File: config.mk
export PLATFORM = sky130hd
export DESIGN_NAME = keysw_io_device
export DESIGN_NICKNAME = d
export VERILOG_FILES = /design/src/rtl/keysw_io_device.sv
export SDC_FILE = /design/constraint.sdc
export NUM_CORES = 1
export LEC_CHECK = 0
export CAP_MARGIN = 0
export CORE_MARGIN = 2
export CORE_UTILIZATION = 45
export DETAILED_ROUTE_END_ITERATION = 10
export GPL_TIMING_DRIVEN = 0
export PLACE_DENSITY_LB_ADDON = 0.15
export SLEW_MARGIN = 20
export SYNTH_ARGS = -nofsm -noshare
export SYNTH_HDL_FRONTEND = slang
export SYNTH_SLANG_ARGS = --single-unit
File: constraint.sdc
create_clock -name CLK -period 1.9 [get_ports CLK]
set_input_delay 0.285 -clock CLK [delete_from_list [all_inputs] [get_ports CLK]]
set_output_delay 0.285 -clock CLK [all_outputs]
set_load 0.05 [all_outputs]
File: src/rtl/keysw_io_device.sv
// Memory-mapped KEY/SW input peripheral: sync, debounce, sticky W1C press/change flags (optional IRQ: KEYDEV_IRQ_EN).
// Latency: DOUT/HIT combinational from ADDR; debounced level changes STABLE ticks + 2 cycles after input settles.
// Backpressure: none; bus accesses complete in one cycle, writes act on the CLK edge where WE && HIT.
module keysw_io_device #(
  parameter int                 DBITS    = 16,
  parameter logic [DBITS-1:0]   BASE     = 16'hFFF0,
  parameter int                 TICK_DIV = 50000,
  parameter int                 STABLE   = 3
) (
  input  logic             CLK,
  input  logic             RESET_N,
  input  logic [DBITS-1:0] ADDR,
  input  logic [DBITS-1:0] DIN,
  input  logic             WE,
  output logic [DBITS-1:0] DOUT,
  output logic             HIT,
  input  logic [3:0]       KEY,
  input  logic [9:0]       SW
`ifdef KEYDEV_IRQ_EN
  ,
  output logic             IRQ
`endif
);

  localparam int              PW       = (TICK_DIV > 1) ? $clog2(TICK_DIV) : 1;
  localparam logic [PW-1:0]   PRE_LAST = PW'(TICK_DIV - 1);
  localparam logic [2:0]      CNT_LAST = 3'(STABLE - 1);
  // Keys idle high (released), switches idle low.
  localparam logic [13:0]     DEB_RST  = 14'h000F;

  localparam logic [1:0] SEL_KSTAT = 2'd2;
  localparam logic [1:0] SEL_SSTAT = 2'd3;

  // Bits [3:0] are KEY, bits [13:4] are SW throughout the input path.
  logic [13:0]      raw;
  logic [13:0]      sync1_q, sync2_q;
  logic [13:0]      deb_q, deb_d;
  logic [13:0][2:0] cnt_q, cnt_d;
  logic [PW-1:0]    pre_q, pre_d;
  logic             tick;
  logic [4:0]       kstat_q, kstat_d;
  logic [9:0]       sstat_q, sstat_d;
  logic             ie_rd;

  logic             hit;
  logic [1:0]       reg_sel;
  logic             wr_kstat, wr_sstat;
  logic [4:0]       kclr;
  logic [9:0]       sclr;
  logic [3:0]       press;
  logic [9:0]       sw_chg;
  logic             ovr;

  assign raw = {SW, KEY};

  // Free-running prescaler; tick is high on the last count, i.e. on the wrap edge.
  always_comb begin
    tick  = (pre_q == PRE_LAST);
    pre_d = tick ? '0 : pre_q + 1'b1;
  end

  // Per-bit debounce: flip only after STABLE consecutive ticks of disagreement.
  always_comb begin
    deb_d = deb_q;
    cnt_d = cnt_q;
    if (tick) begin
      for (int i = 0; i < 14; i++) begin
        if (sync2_q[i] != deb_q[i]) begin
          if (cnt_q[i] == CNT_LAST) begin
            deb_d[i] = sync2_q[i];
            cnt_d[i] = '0;
          end else begin
            cnt_d[i] = cnt_q[i] + 3'd1;
          end
        end else begin
          cnt_d[i] = '0;
        end
      end
    end
  end

  // Address decode; ADDR[0] is ignored so byte and halfword addresses alias.
  always_comb begin
    hit      = (ADDR[DBITS-1:3] == BASE[DBITS-1:3]);
    reg_sel  = ADDR[2:1];
    wr_kstat = WE && hit && (reg_sel == SEL_KSTAT);
    wr_sstat = WE && hit && (reg_sel == SEL_SSTAT);
  end

  // Sticky flags: a set in the same cycle as its W1C wins, and such a press is not an overrun.
  always_comb begin
    kclr     = wr_kstat ? DIN[4:0] : 5'd0;
    sclr     = wr_sstat ? DIN[9:0] : 10'd0;
    press    = deb_q[3:0] & ~deb_d[3:0];
    sw_chg   = deb_q[13:4] ^ deb_d[13:4];
    ovr      = |(press & kstat_q[3:0] & ~kclr[3:0]);
    kstat_d  = {(kstat_q[4] & ~kclr[4]) | ovr, (kstat_q[3:0] & ~kclr[3:0]) | press};
    sstat_d  = (sstat_q & ~sclr) | sw_chg;
  end

  // Input path and status state.
  always_ff @(posedge CLK) begin
    if (!RESET_N) begin
      sync1_q <= DEB_RST;
      sync2_q <= DEB_RST;
      deb_q   <= DEB_RST;
      cnt_q   <= '0;
      pre_q   <= '0;
      kstat_q <= '0;
      sstat_q <= '0;
    end else begin
      sync1_q <= raw;
      sync2_q <= sync1_q;
      deb_q   <= deb_d;
      cnt_q   <= cnt_d;
      pre_q   <= pre_d;
      kstat_q <= kstat_d;
      sstat_q <= sstat_d;
    end
  end

`ifdef KEYDEV_IRQ_EN
  logic ie_q, ie_d;
  logic irq_q, irq_d;
  logic unused_bus;

  // IE is a plain R/W bit in KSTAT; IRQ lags flag/IE changes by one cycle.
  always_comb begin
    ie_d  = wr_kstat ? DIN[8] : ie_q;
    irq_d = ie_q && (|kstat_q);
  end

  // Interrupt enable and registered interrupt output.
  always_ff @(posedge CLK) begin
    if (!RESET_N) begin
      ie_q  <= 1'b0;
      irq_q <= 1'b0;
    end else begin
      ie_q  <= ie_d;
      irq_q <= irq_d;
    end
  end

  assign ie_rd      = ie_q;
  assign IRQ        = irq_q;
  assign unused_bus = ^{DIN[DBITS-1:9], DIN[7:5], ADDR[0]};
`else
  logic unused_bus;
  assign ie_rd      = 1'b0;
  assign unused_bus = ^{DIN[DBITS-1:5], ADDR[0]};
`endif

  // Read mux: purely combinational, zero when the address misses the window.
  always_comb begin
    DOUT = '0;
    HIT  = hit;
    if (hit) begin
      case (reg_sel)
        2'd0:    DOUT[3:0] = deb_q[3:0];
        2'd1:    DOUT[9:0] = deb_q[13:4];
        2'd2:    begin
                   DOUT[4:0] = kstat_q;
                   DOUT[8]   = ie_rd;
                 end
        default: DOUT[9:0] = sstat_q;
      endcase
    end
  end

endmodule

==> summary by stage <==
Run status
The flow ran to the end, but the final reports show violations. The final reports fail on setup timing.

Global routing
The busiest metal layer after global routing is met2. Global routing used 4.428% of the available met3 tracks. Global routing consumed, on the met1 layer, 27.08% of the routing resources. The wire length of the first global-routing pass is 21.80 mm. Entering global routing, the biggest net connects 17 pins. The global-route track usage on met2 is 38.31%. The number of global-route vias before repair is 4,333. Global routing consumed, over all layers together, 22.30% of the routing resources. The overflow left after global routing is 0.

The initial antenna violation count was 0.

Detailed routing
The detailed-route wire length per cell is 16.98 um. The routed design has 14.06 mm of wire. For this run, the detailed router's first-pass iteration total came to 4.

The DRC violations left is 0. The antenna violation net count after detailed routing is 0. The detail-routed via count per cell is 5.552. The detailed-route via count is 4,597. The detailed router's first-iteration violation count is 212.

Power and ir drop
Cell internal power was estimated by the tool at 4.604 mW. The total leakage power is 2.436 nW. The relative contribution of the clock network to total power is 52.7%. Net switching is 20.71% of the power.

The maximum resistive drop on vdd is 693.8 uV. For this design the ratio of total power to cell area is 837.3 nW/um^2. The sequential share of power is 42.5%. Summed over all nets, the switching power comes to 1.202 mW. Combinational logic burns 4.8% of the power.

Timing
Setup total negative slack on the finished layout was measured at -0.02062 ns. The share of the clock period used by the worst path after layout is 100.7%. The total count of hold-check failures in the final report was 0.

Between clock sinks in the finished design, the worst skew comes to 0.007178 ns. Setup violations remaining at the end of the flow were counted as 4. The transition at the pin with the smallest max-transition slack is 0.7949 ns. The worst pin sits at a relative slew slack of 47.01%. The smallest clock period supported by the final layout is computed as 1.913 ns. Setup repair after global routing could not meet its margin everywhere. Derived from the worst setup path, the maximum achievable clock frequency is 522.8 MHz.

The number of max-slew violations in the final report is 0. Across all setup checks in the final design, the least slack found is -0.01278 ns.

Setup path
On the worst path, the slowest cell contributes a delay of 0.55 ns. The signal on the critical path passes through buf_2 -> nand3_2 -> or4_4 -> buf_12 -> clkinvlp_4 -> nand2_8 -> nor2_4 -> buf_6. Along the worst path, the maximum fanout reaches 8.

The depth of the worst register-to-register path is 9. The data arrival time of the critical path is 1.63 ns. For this design, the slowest cell found on the critical path is sky130_fd_sc_hd__or4_4.

The startpoint identified for the worst register-to-register timing path is pre_q[0]. The type of the setup path with the least slack is in2out. The element type at the critical path end is an output pin. The worst setup path is launched from an input port. In this run the critical register-to-register path is captured at deb_q[13]. In this run the register-to-register setup slack is 0.04 ns.

The required arrival time at the worst endpoint is 1.62 ns.

Place
Input and output buffers added on the ports amount to 50. Including well taps, the total number of placed cells is 780. Prior to clock tree synthesis, the placed netlist has a worst setup slack of -1.552 ns. The congestion estimate from routability-driven global placement came to 0.8529.

Detailed placement ended at an HPWL of 9.077 mm.

Floorplan
The row count is 39. The total area inside the core boundary comes to 11,420 um^2. The total die area is 12,600 um^2. The effective utilization at floorplan is 46.20%. The boundary pin count is 66. In this run the vertical extent of the chip is 112.3 um. Measured along the x axis, the die boundary spans 112.3 um.

Clock network
The clock tree synthesis step divided the H-tree into 4 levels. The number of clock sinks seen by CTS is 115. The buffer type at the clock tree root is sky130_fd_sc_hd__clkbuf_16.

TritonCTS built the clock tree. The clock edge transition at the registers on the reported setup and hold paths is 0.05 ns. The TritonCTS buffer count is 17. The clock passes through at most 2 buffers. The latest clock arrival within the worst-skew pair is 0.42 ns.

Yosys
The synthesized design contains 115 register bits. The sequential share of the synthesized area is 43.64%. The commonest cells after synthesis are sky130_fd_sc_hd__dfxtp_1, sky130_fd_sc_hd__nor2_1, sky130_fd_sc_hd__o21ai_0, sky130_fd_sc_hd__a21boi_0, sky130_fd_sc_hd__a21oi_1. Sorting the synthesized cells by area gives the leading types as sky130_fd_sc_hd__dfxtp_1, sky130_fd_sc_hd__a21boi_0, sky130_fd_sc_hd__o21ai_0. The simple-gate share of the synthesized area is 28.27%. sky130_fd_sc_hd__dfxtp_1 is the most common cell in the netlist. The synthesized netlist contains 54 unique library cells. The prevailing post-synth register cell is sky130_fd_sc_hd__dfxtp_1. The count of flip-flops with a built-in enable after synthesis is 0. Summed over all instances, the cell type with the most area after synthesis is sky130_fd_sc_hd__dfxtp_1. The mean post-synth cell area is 9.064 um^2. The proportion of register bits with asynchronous set or reset after synthesis is 0%. In this run the cell area of the synthesized design comes to 5275 um^2. Summing the areas of all compound-gate instances in the mapped netlist gives 15.99% of the synthesized area. Summing the areas of all xor and xnor instances in the mapped netlist gives 4.483% of the synthesized area. The synthesized netlist devotes 0.2372% of its cell area to adder and majority cells. For this run, the number of Yosys warnings is 0. By area, the combinational part of the netlist is dominated by simple AND/OR/NAND/NOR gates. The synthesized instance count is 582. The share of the synthesized area in the top cell type is 43.64%. After synthesis, the share of cell area in mux cells is 3.439%.

Final layout
In the final layout, the share of cells above drive strength 1 is 20.88%. Fill cells in the final layout number 1,024. The sequential cell area in the final layout is 2310 um^2. From synthesis to final layout, the design area changed by 31.45%. Once layout is complete, the cells apart from fillers number 828.

The final core area utilization is 60.73%. The total area of multi-input combinational cells is 2999 um^2. The diode insertion count for antenna repair is 0. The number of nets in the final layout is 723.

Min path
The startpoint of the lowest-slack hold path is RESET_N. The instance count along the most critical hold path is 2. The worst hold path terminates at sync1_q[2].

The path type of the worst min-delay path is in2reg.

Flow run
The max-cap check violation count is 0.
layout by cell type (no fill, tap or decap), types with 5 or more instances in the layout:
| master | instances |
|---|---|
| sky130_fd_sc_hd__dfxtp_1 | 109 |
| sky130_fd_sc_hd__o21ai_0 | 44 |
| sky130_fd_sc_hd__nor2_1 | 40 |
| sky130_fd_sc_hd__a21boi_0 | 38 |
| sky130_fd_sc_hd__a21oi_1 | 35 |
| sky130_fd_sc_hd__nand2_1 | 27 |
| sky130_fd_sc_hd__buf_4 | 26 |
| sky130_fd_sc_hd__clkdlybuf4s50_1 | 25 |
| sky130_fd_sc_hd__nor2b_1 | 23 |
| sky130_fd_sc_hd__xnor2_1 | 20 |
| sky130_fd_sc_hd__and2_1 | 20 |
| sky130_fd_sc_hd__clkbuf_1 | 18 |
| sky130_fd_sc_hd__nand3_1 | 18 |
| sky130_fd_sc_hd__clkbuf_16 | 18 |
| sky130_fd_sc_hd__nand2b_1 | 13 |
| sky130_fd_sc_hd__buf_2 | 13 |
| sky130_fd_sc_hd__nand4b_1 | 12 |
| sky130_fd_sc_hd__buf_6 | 12 |
| sky130_fd_sc_hd__nand4_1 | 10 |
| sky130_fd_sc_hd__nor3b_1 | 10 |
| sky130_fd_sc_hd__o21a_1 | 10 |
| sky130_fd_sc_hd__mux2i_1 | 8 |
| sky130_fd_sc_hd__nand3b_1 | 8 |
| sky130_fd_sc_hd__and3_1 | 7 |
| sky130_fd_sc_hd__nor4b_2 | 7 |
| sky130_fd_sc_hd__xor2_1 | 7 |
| sky130_fd_sc_hd__nor4_1 | 6 |
| sky130_fd_sc_hd__a21boi_1 | 6 |
| sky130_fd_sc_hd__conb_1 | 6 |
| sky130_fd_sc_hd__dfxtp_2 | 6 |
| sky130_fd_sc_hd__clkbuf_2 | 5 |
| sky130_fd_sc_hd__nor2_4 | 5 |
layout make-up:
type | instances | area share [%]
sequential | 115 | 33.31
tap | 143 | 2.580
inverter | 3 | 0.2165
multi-input combinational | 434 | 43.25
clock inverter | 5 | 1.083
clock buffer | 26 | 7.055
timing repair buffer | 66 | 8.607
buffer | 36 | 3.898
how the worst max path moves through the flow:
stage	depth (start not counted)	start	endpoint
4_1_cts	8	ADDR[3]	DOUT[9]
5_1_grt	7	pre_q[0]	cnt_q[37]
3_3_place_gp	5	ADDR[2]	DOUT[1]
2_1_floorplan	6	ADDR[3]	DOUT[5]
6_report	8	ADDR[13]	DOUT[9]
3_5_place_dp	5	ADDR[2]	DOUT[1]
metrics by stage:
step                      hold slack (ns)  instance area (um^2)  power (mW)
after global placement             0.4016                  6030       2.787
final                              0.2311                  6934       5.806
after CTS                          0.2344                  6704       5.833
after detailed placement           0.4009                  6030       2.792
after global routing               0.2599                  6934       5.980
after floorplan                    0.3863                  5350       2.659
layer usage:
metal  up-vias  part of all wire (%)
li1       2246                     -
met1      2188                    44
met2       135                    48
met3        28                   5.1
met4         0                   2.4
met5         -                     0
critical path: cells and delay by family:
family        cells  cell delay (ns)
simple gates      4             0.82
buf+inv           4             0.50
state kept, by name, indices dropped and copies added (netlist names):
name / cells
cnt_q: 42
pre_q: 16
deb_q: 14
sync1_q: 14
sync2_q: 14
sstat_q: 10
kstat_q: 5
power by group through the flow:
| stage | registers (mW) | clock network, mW | logic (mW) |
|---|---|---|---|
| global route | 2.47 | 3.21 | 0.300 |
| detailed placement | 2.51 | 0 | 0.278 |
| global placement | 2.51 | 0 | 0.275 |
| CTS | 2.46 | 3.09 | 0.274 |
| floorplan | 2.51 | 0 | 0.150 |
| finish | 2.47 | 3.06 | 0.279 |
logic make-up (layout without fill, tap and decap cells):
kind of cell / Yosys count / after routing
and+or+nand+nor: 247 / 248
AOI/OAI and AO/OA: 139 / 139
DFF: 115 / 115
buffers and inverters: 39 / 136
xor gates and xnor gates: 27 / 27
muxes: 13 / 13
adders and majority gates: 1 / 1
other: 1 / 6
what timing repair did:
item                       CTS  global route
hold endpoints to repair     0             0
resized for setup          152            35
buffers inserted             5             9
cloned                       1             2
hold buffers                 0             0
setup endpoints to repair   84            77
pin swaps                    8             6
Power figures use the tool's default switching activity.
==> RTL change, RTL diff (config.mk and constraints unchanged) <==
Build with the macro `KEYDEV_IRQ_EN` defined.
--- a/src/rtl/keysw_io_device.sv
+++ b/src/rtl/keysw_io_device.sv
@@ -1,6 +1,8 @@
 // Memory-mapped KEY/SW input peripheral: sync, debounce, sticky W1C press/change flags (optional IRQ: KEYDEV_IRQ_EN).
 // Latency: DOUT/HIT combinational from ADDR; debounced level changes STABLE ticks + 2 cycles after input settles.
 // Backpressure: none; bus accesses complete in one cycle, writes act on the CLK edge where WE && HIT.
+`define KEYDEV_IRQ_EN
+
 module keysw_io_device #(
   parameter int                 DBITS    = 16,
   parameter logic [DBITS-1:0]   BASE     = 16'hFFF0,
Formal check against the unedited RTL (old outputs only; new: IRQ): not equivalent (Yosys sat finds a counterexample within 4 cycles, from zero or initial values and one cycle with RESET_N low).
==> RTL change against the original RTL <==
- power grew 4.1%
- routed wire length grew 3.6%
- largest power group unchanged
- critical path type unchanged
- sequential cell count grew 2
- the flow finishes with violations (design-rule violations, negative setup slack)
- highest routed layer unchanged
- final cell count grew 2.8%
- area after synthesis grew 1.8%
- sequential share of layout area grew 0.36 points
- cell area grew 0.74%
- non-clock buffer count grew 3
- clock skew grew 0.0062 ns
- worst setup slack lost 0.011 ns
- critical endpoint is now DOUT[5]
==> RTL change: results <==
export IMPL_nets=746
export IMPL_setup_violations=4
export IMPL_layout_drive_gt1_share_pct=19.4
export IMPL_cts_repair_resized=160
export IMPL_finalClockSkew_ns=0.0134
export IMPL_clk_share_pct=8.60
export IMPL_buf_share_pct=12.1
export IMPL_place_gp_congestion=0.801
export IMPL_slowest_delay_ns=0.48
export IMPL_grt_pass1_wl_um=23600
export IMPL_switching_share_pct=21.0
export IMPL_worstMarginPinSlew_ns=0.706
export IMPL_status="finished, violations left"
export IMPL_wirelength_um=14600
export IMPL_drt_iter0_markers=238
export IMPL_violations="design-rule violations, negative setup slack"
export IMPL_worstPathMaxFanout=5
export IMPL_synth_distinct_cells=50
export IMPL_regArea_mm2=0.00235
export IMPL_drc=5
export IMPL_grt_pass1_vias=4689
export IMPL_synthTopCellsByCount="dfxtp_1 (117), nand2_1 (70), a21boi_0 (36), nor2_1 (36), and2_1 (30)"
export IMPL_nNonClkBuffers=105
export IMPL_seq_area_frac_synth_pct=43.6
export IMPL_leakage_uw=0.00252
export IMPL_io_buffer_count=52
export IMPL_dpl_hpwl_um=9480
export IMPL_post_place_ws_ns=-1.34
export IMPL_nFlopsAndLatches=117
export IMPL_inverters=9
export IMPL_clock_buffer_count=22
export IMPL_track_usage_pct=23.9
export IMPL_post_cts_setup_buffers=13
export IMPL_setup_ws_ns=-0.0235
export IMPL_multi_input_area_mm2=0.00297
export IMPL_diodes=0
## RTL change: kinds of logic (layout without fill, tap and decap cells)
kind of cell	after synthesis	after routing	share of synthesized area, %
AOI/OAI and AO/OA	104	104	13.6
xor gates and xnor gates	30	30	4.89
adders and majority gates	1	1	0.233
buffers and inverters	47	145	3.94
DFF	117	117	43.6
muxes	19	19	4.52
other	1	6	0.0698
and+or+nand+nor	286	286	29.1
## RTL change: worst paths after layout
| check | start | to | slack (ns) | cells past startpoint |
|---|---|---|---|---|
| min | RESET_N | sync2_q[0] | 0.25 | 2 |
| max reg2reg | pre_q[1] | cnt_q[11] | 0.05 | 7 |
| max | ADDR[3] | DOUT[5] | -0.02 | 8 |
| min reg2reg | sync1_q[3] | sync2_q[3] | 0.41 | 1 |
## RTL change: per-layer routing
layer | GRT usage (%) | share of wire [%]
met2 | 41.3 | 50
met1 | 28.3 | 43
met4 | 9.11 | 1.9
met3 | 6.59 | 5.9
met5 | 0 | 0
## RTL change: worst register-to-register path, cell delays in order (launching register included)
cell,delay (ns)
dfxtp_2,0.33
ha_2,0.18
and3_4,0.20
nand4_1,0.10
buf_4,0.17
buf_6,0.14
or4_1,0.52
a21boi_1,0.15
## RTL change: power by group through the flow
stage	logic, µW	clock network [µW]	registers (µW)
2_1_floorplan	150	0	2550
5_1_grt	310	3410	2510
3_3_place_gp	281	0	2560
4_1_cts	288	3290	2510
6_report	287	3250	2510
3_5_place_dp	285	0	2560
## RTL change: through the flow
step                cell area [µm²]  cells  total power (µW)  setup TNS (ns)
finish                         6990    851              6050         -0.0549
global placement               6150    805              2840          -57.53
CTS                            6930    849              6080          -0.210
detailed placement             6150    805              2840          -60.20
global route                   6990    851              6230          -0.245
floorplan                      5450    610              2700          -0.293
